### config.mk
export PLATFORM = sky130hd
export DESIGN_NAME = universal_shift_reg
export DESIGN_NICKNAME = d
export VERILOG_FILES = /design/src/rtl/universal_shift_reg.sv
export SDC_FILE = /design/constraint.sdc
export NUM_CORES = 1
export LEC_CHECK = 0
export CAP_MARGIN = 15
export CELL_PAD_IN_SITES_DETAIL_PLACEMENT = 1
export CELL_PAD_IN_SITES_GLOBAL_PLACEMENT = 2
export CORE_UTILIZATION = 23
export CTS_CLUSTER_SIZE = 8
export DETAILED_ROUTE_END_ITERATION = 8
export PLACE_DENSITY = 0.88
export SLEW_MARGIN = 20
export SYNTH_ARGS = -nofsm -noshare
export SYNTH_HDL_FRONTEND = slang
export SYNTH_SLANG_ARGS = --single-unit
### constraint.sdc
create_clock -name clk -period 1.52 [get_ports clk]
set_input_delay 0.456 -clock clk [delete_from_list [all_inputs] [get_ports clk]]
set_output_delay 0.456 -clock clk [all_outputs]
set_load 0.03 [all_outputs]
### src/rtl/universal_shift_reg.sv
// WIDTH-bit universal register: hold, load, shifts, rotates, and a multi-cycle
// rotate sequencer with busy/done handshake. qb/so_msb/so_lsb derive directly from q.
module universal_shift_reg #(
  parameter int unsigned WIDTH = 8,
  parameter int unsigned AMT_W = 4
) (
  input  logic             clk,
  input  logic             rst,
  input  logic             en,
  input  logic [2:0]       op,
  input  logic [WIDTH-1:0] d,
  input  logic             sin_l,
  input  logic             sin_r,
  input  logic [AMT_W-1:0] amt,
  input  logic             dir,
  output logic [WIDTH-1:0] q,
  output logic [WIDTH-1:0] qb,
  output logic             so_msb,
  output logic             so_lsb,
  output logic             busy,
  output logic             done
);

  typedef enum logic [0:0] {StIdle, StSeqRun} state_e;

  localparam logic [2:0] OpHold = 3'b000;
  localparam logic [2:0] OpLoad = 3'b001;
  localparam logic [2:0] OpShl  = 3'b010;
  localparam logic [2:0] OpShr  = 3'b011;
  localparam logic [2:0] OpRotl = 3'b100;
  localparam logic [2:0] OpRotr = 3'b101;
  localparam logic [2:0] OpAshr = 3'b110;
  localparam logic [2:0] OpSeq  = 3'b111;

  state_e           state_q, state_d;
  logic [WIDTH-1:0] reg_q, reg_d;
  logic [AMT_W-1:0] cnt_q, cnt_d;
  logic             dir_q, dir_d;
  logic             done_q, done_d;

  always_ff @(posedge clk) begin
    if (rst) begin
      state_q <= StIdle;
      reg_q   <= '0;
      cnt_q   <= '0;
      dir_q   <= 1'b0;
      done_q  <= 1'b0;
    end else begin
      state_q <= state_d;
      reg_q   <= reg_d;
      cnt_q   <= cnt_d;
      dir_q   <= dir_d;
      done_q  <= done_d;
    end
  end

  always_comb begin
    state_d = state_q;
    reg_d   = reg_q;
    cnt_d   = cnt_q;
    dir_d   = dir_q;
    done_d  = 1'b0;
    unique case (state_q)
      StIdle: begin
        if (en) begin
          unique case (op)
            OpHold: reg_d = reg_q;
            OpLoad: reg_d = d;
            OpShl:  reg_d = {reg_q[WIDTH-2:0], sin_l};
            OpShr:  reg_d = {sin_r, reg_q[WIDTH-1:1]};
            OpRotl: reg_d = {reg_q[WIDTH-2:0], reg_q[WIDTH-1]};
            OpRotr: reg_d = {reg_q[0], reg_q[WIDTH-1:1]};
            OpAshr: reg_d = {reg_q[WIDTH-1], reg_q[WIDTH-1:1]};
            OpSeq: begin
              cnt_d = amt;
              dir_d = dir;
              // A zero count completes immediately without ever raising busy.
              if (amt != '0) begin
                state_d = StSeqRun;
              end else begin
                done_d = 1'b1;
              end
            end
            default: reg_d = reg_q;
          endcase
        end
      end
      StSeqRun: begin
        reg_d = dir_q ? {reg_q[0], reg_q[WIDTH-1:1]} : {reg_q[WIDTH-2:0], reg_q[WIDTH-1]};
        cnt_d = cnt_q - AMT_W'(1);
        if (cnt_q == AMT_W'(1)) begin
          state_d = StIdle;
          done_d  = 1'b1;
        end
      end
      default: state_d = StIdle;
    endcase
  end

  assign q      = reg_q;
  assign qb     = ~reg_q;
  assign so_msb = reg_q[WIDTH-1];
  assign so_lsb = reg_q[0];
  assign busy   = (state_q == StSeqRun);
  assign done   = done_q;

endmodule

==> impl_metrics.toml <==
[setup_path]
crit_path_frequent_cell = "buf_6"
critPathKind = "primary input to register"
endpoint_kind = "register"
cp_slowest_cell = "or3b_4"
worstSetupStartpointType = "primary input"
worst-endpoint-required_ps = 1680
worstPathArrival_ps = 1700
cp_cell_sequence = "buf_6 > buf_6 > buf_6 > o21bai_1 > a21oi_1 > or3b_4 > a221oi_4"
crit_fanout = 5
slowest_delay_ps = 420

[placement]
place_congestion = 0.710
hpwl_um = 3020
io_buffers = 40
dp_slack_ps = -643
placed_cells = 273

[synthesis]
yosys_register_bits = 15
synth_ff_type = "dfxtp_1"
synth_area_um2 = 1210
yosys.cell_types.count = 42
async_flop_share_pct = 0
synth.net_count = 170
yosysSeqAreaShare_pct = 24.8
syn_avg_cell_area_um2 = 8.25
synth_cells = 147
synth-edff-count = 0
yosysTopAreaCellShare_pct = 24.8
yosysWarningCount = 0
synth_area_leaders = "dfxtp_1 25%, mux2_2 11%, o311a_1 5.0%"
synth_top_area_cell = "dfxtp_1"

[clock_network]
cts_tree = "built"
clk_path_buf_depth = 2
clock_latency_ps = 260
cts.sinks = 15
cts_buffers = 3
cts_root_buffer = "clkbuf_8"
clk_pin_slew_worst_paths_ps = 70
h-tree-depth = 1

[sta]
worstMarginPinSlew_ps = 382
period_share_pct = 101
setup_viol = 1
hold_viol_final = 0
rsz0062_at_grt = "true"
setup-tns-final_ps = -19.2
fin_ws_ps = -19.2
clock_skew_ps = 3.25
period_minus_slack_ps = 1540
slew_headroom_pct = 74.6
holdWs_ps = 549
fmax_mhz = 650
slew_violations = 0

[global_route]
antenna_found_initial = 0
grt_pass1_vias = 1462
grt_usage_pct = 17.6
grt_max_degree = 16
grt_pass1_wl_um = 7310
grt-ovfl-total = 0

[cells_and_area]
mostFrequentLayoutCell = "buf_4"
fin_nets = 237
drive_above_1_share_pct = 42.7
final_cell_mix = "47 x buf_4, 13 x dfxtp_1, 12 x mux2_2, 12 x nor2_1, 12 x clkdlybuf4s50_1"
synthToLayoutAreaGrowth_pct = 66.9
n_antenna_cell = 0
final_cells = 283

[routing]
ant_nets = 0
drt_pass1_iterations = 4
remaining_drc_errors = 0
vias_per_cell = 5.06
routedWlPerCell_um = 16.7
vias = 1433
drt_iter0_markers = 29
wl_um = 4720

[floorplan]
placementRows = 26
die_w_um = 74.6
ios = 41
start_util_pct = 23.7
die-area_um2 = 5570
core_um2 = 5110
die_y_um = 74.6

[power_and_ir_drop]
p_sw_uw = 532
ir_worst_vdd_uv = 285
power_frac_comb_pct = 43.1
fin_total_pwr_uw = 1440
swShare_pct = 36.8
p_per_area_nw_per_um2 = 714
p_leak_uw = 0.000849
clockPowerShare_pct = 24.4
internal_power_uw = 913
p_seq_share_pct = 32.5

[flow_run]
maxCapViolCount = 0

[status]
violations = "negative setup slack"
status = "complete, but fails checks"

[hold_path]
hold_class = "register to register"
power groups by stage:
stage | combinational (uW) | clock (uW) | sequential [uW]
detailed placement | 567 | 0 | 479
CTS | 593 | 363 | 470
global route | 667 | 380 | 477
floorplan | 291 | 0 | 514
finish | 623 | 353 | 469
global placement | 556 | 0 | 478
layout make-up:
| type | count | area [um^2] |
|---|---|---|
| Inverter | 11 | 45.0 |
| Clock buffer | 4 | 45.0 |
| Multi-Input combinational cell | 108 | 872 |
| Tap cell | 70 | 87.6 |
| Timing Repair Buffer | 75 | 666 |
| Sequential cell | 15 | 308 |
| Fill cell | 608 | 3080 |
worst paths after layout:
| kind | from | endpoint | slack (ps) | cells past startpoint |
|---|---|---|---|---|
| setup reg to reg | q[0] | q[7] | 0 | 5 |
| hold / removal | cnt_q[0] | cnt_q[0] | 550 | 1 |
| setup / recovery | op[1] | q[7] | -20 | 7 |
| hold reg to reg | cnt_q[0] | cnt_q[0] | 550 | 1 |
synth_stat cells, drive strengths merged (2+ instances only):
cell type / count
buf: 9
ha: 2
o32ai: 6
a211oi: 4
nand2: 12
nand3: 2
o21bai: 2
nor3: 9
o21ai: 4
o311a: 6
mux2i: 3
or3: 2
inv: 11
nor2: 12
nor3b: 2
a21oi: 11
xnor2: 2
dfxtp: 15
clkbuf: 5
mux2: 12
a221oi: 2
kinds of logic after synthesis:
logic type,after synthesis,share of synthesized area [%]
simple gates,46,19.7
compound gates,42,26.8
buf+inv,25,10.9
mux,15,13.6
flops,15,24.8
xor+xnor,2,2.06
fa+ha+maj,2,2.06
per-layer routing:
metal | GRT usage, % | part of all wire [%]
met2 | 33.1 | 51
met1 | 20.4 | 42
met4 | 3.56 | 2.2
met5 | 0 | 0
met3 | 3.52 | 4.6
flip-flops by register name, indices dropped and copies added, names as in the netlist:
| name | count |
|---|---|
| dir_q | 1 |
| done | 1 |
| cnt_q | 4 |
| q | 8 |
| busy | 1 |
critical path: cells and delay by family:
family                 cells  cell delay [ps]
AOI/OAI and AO/OA          3              500
buffers and inverters      3              330
and+or+nand+nor            1              420
per-stage QoR:
step / area [um^2] / util (%)
final: 2020 / 39.6
after floorplan: 1240 / -
after detailed placement: 1830 / 35.7
after CTS: 1950 / 38.2
after global placement: 1830 / 35.7
after global routing: 2020 / 39.6
timing repair:
action,4_1_cts,5_1_grt
gates resized for setup,28,18
gates cloned,3,0
hold endpoints to repair,0,0
buffers inserted,1,2
pin swaps,10,10
hold buffers,0,0
endpoints found under the setup margin,19,9
(Power assumes the default switching activity.)
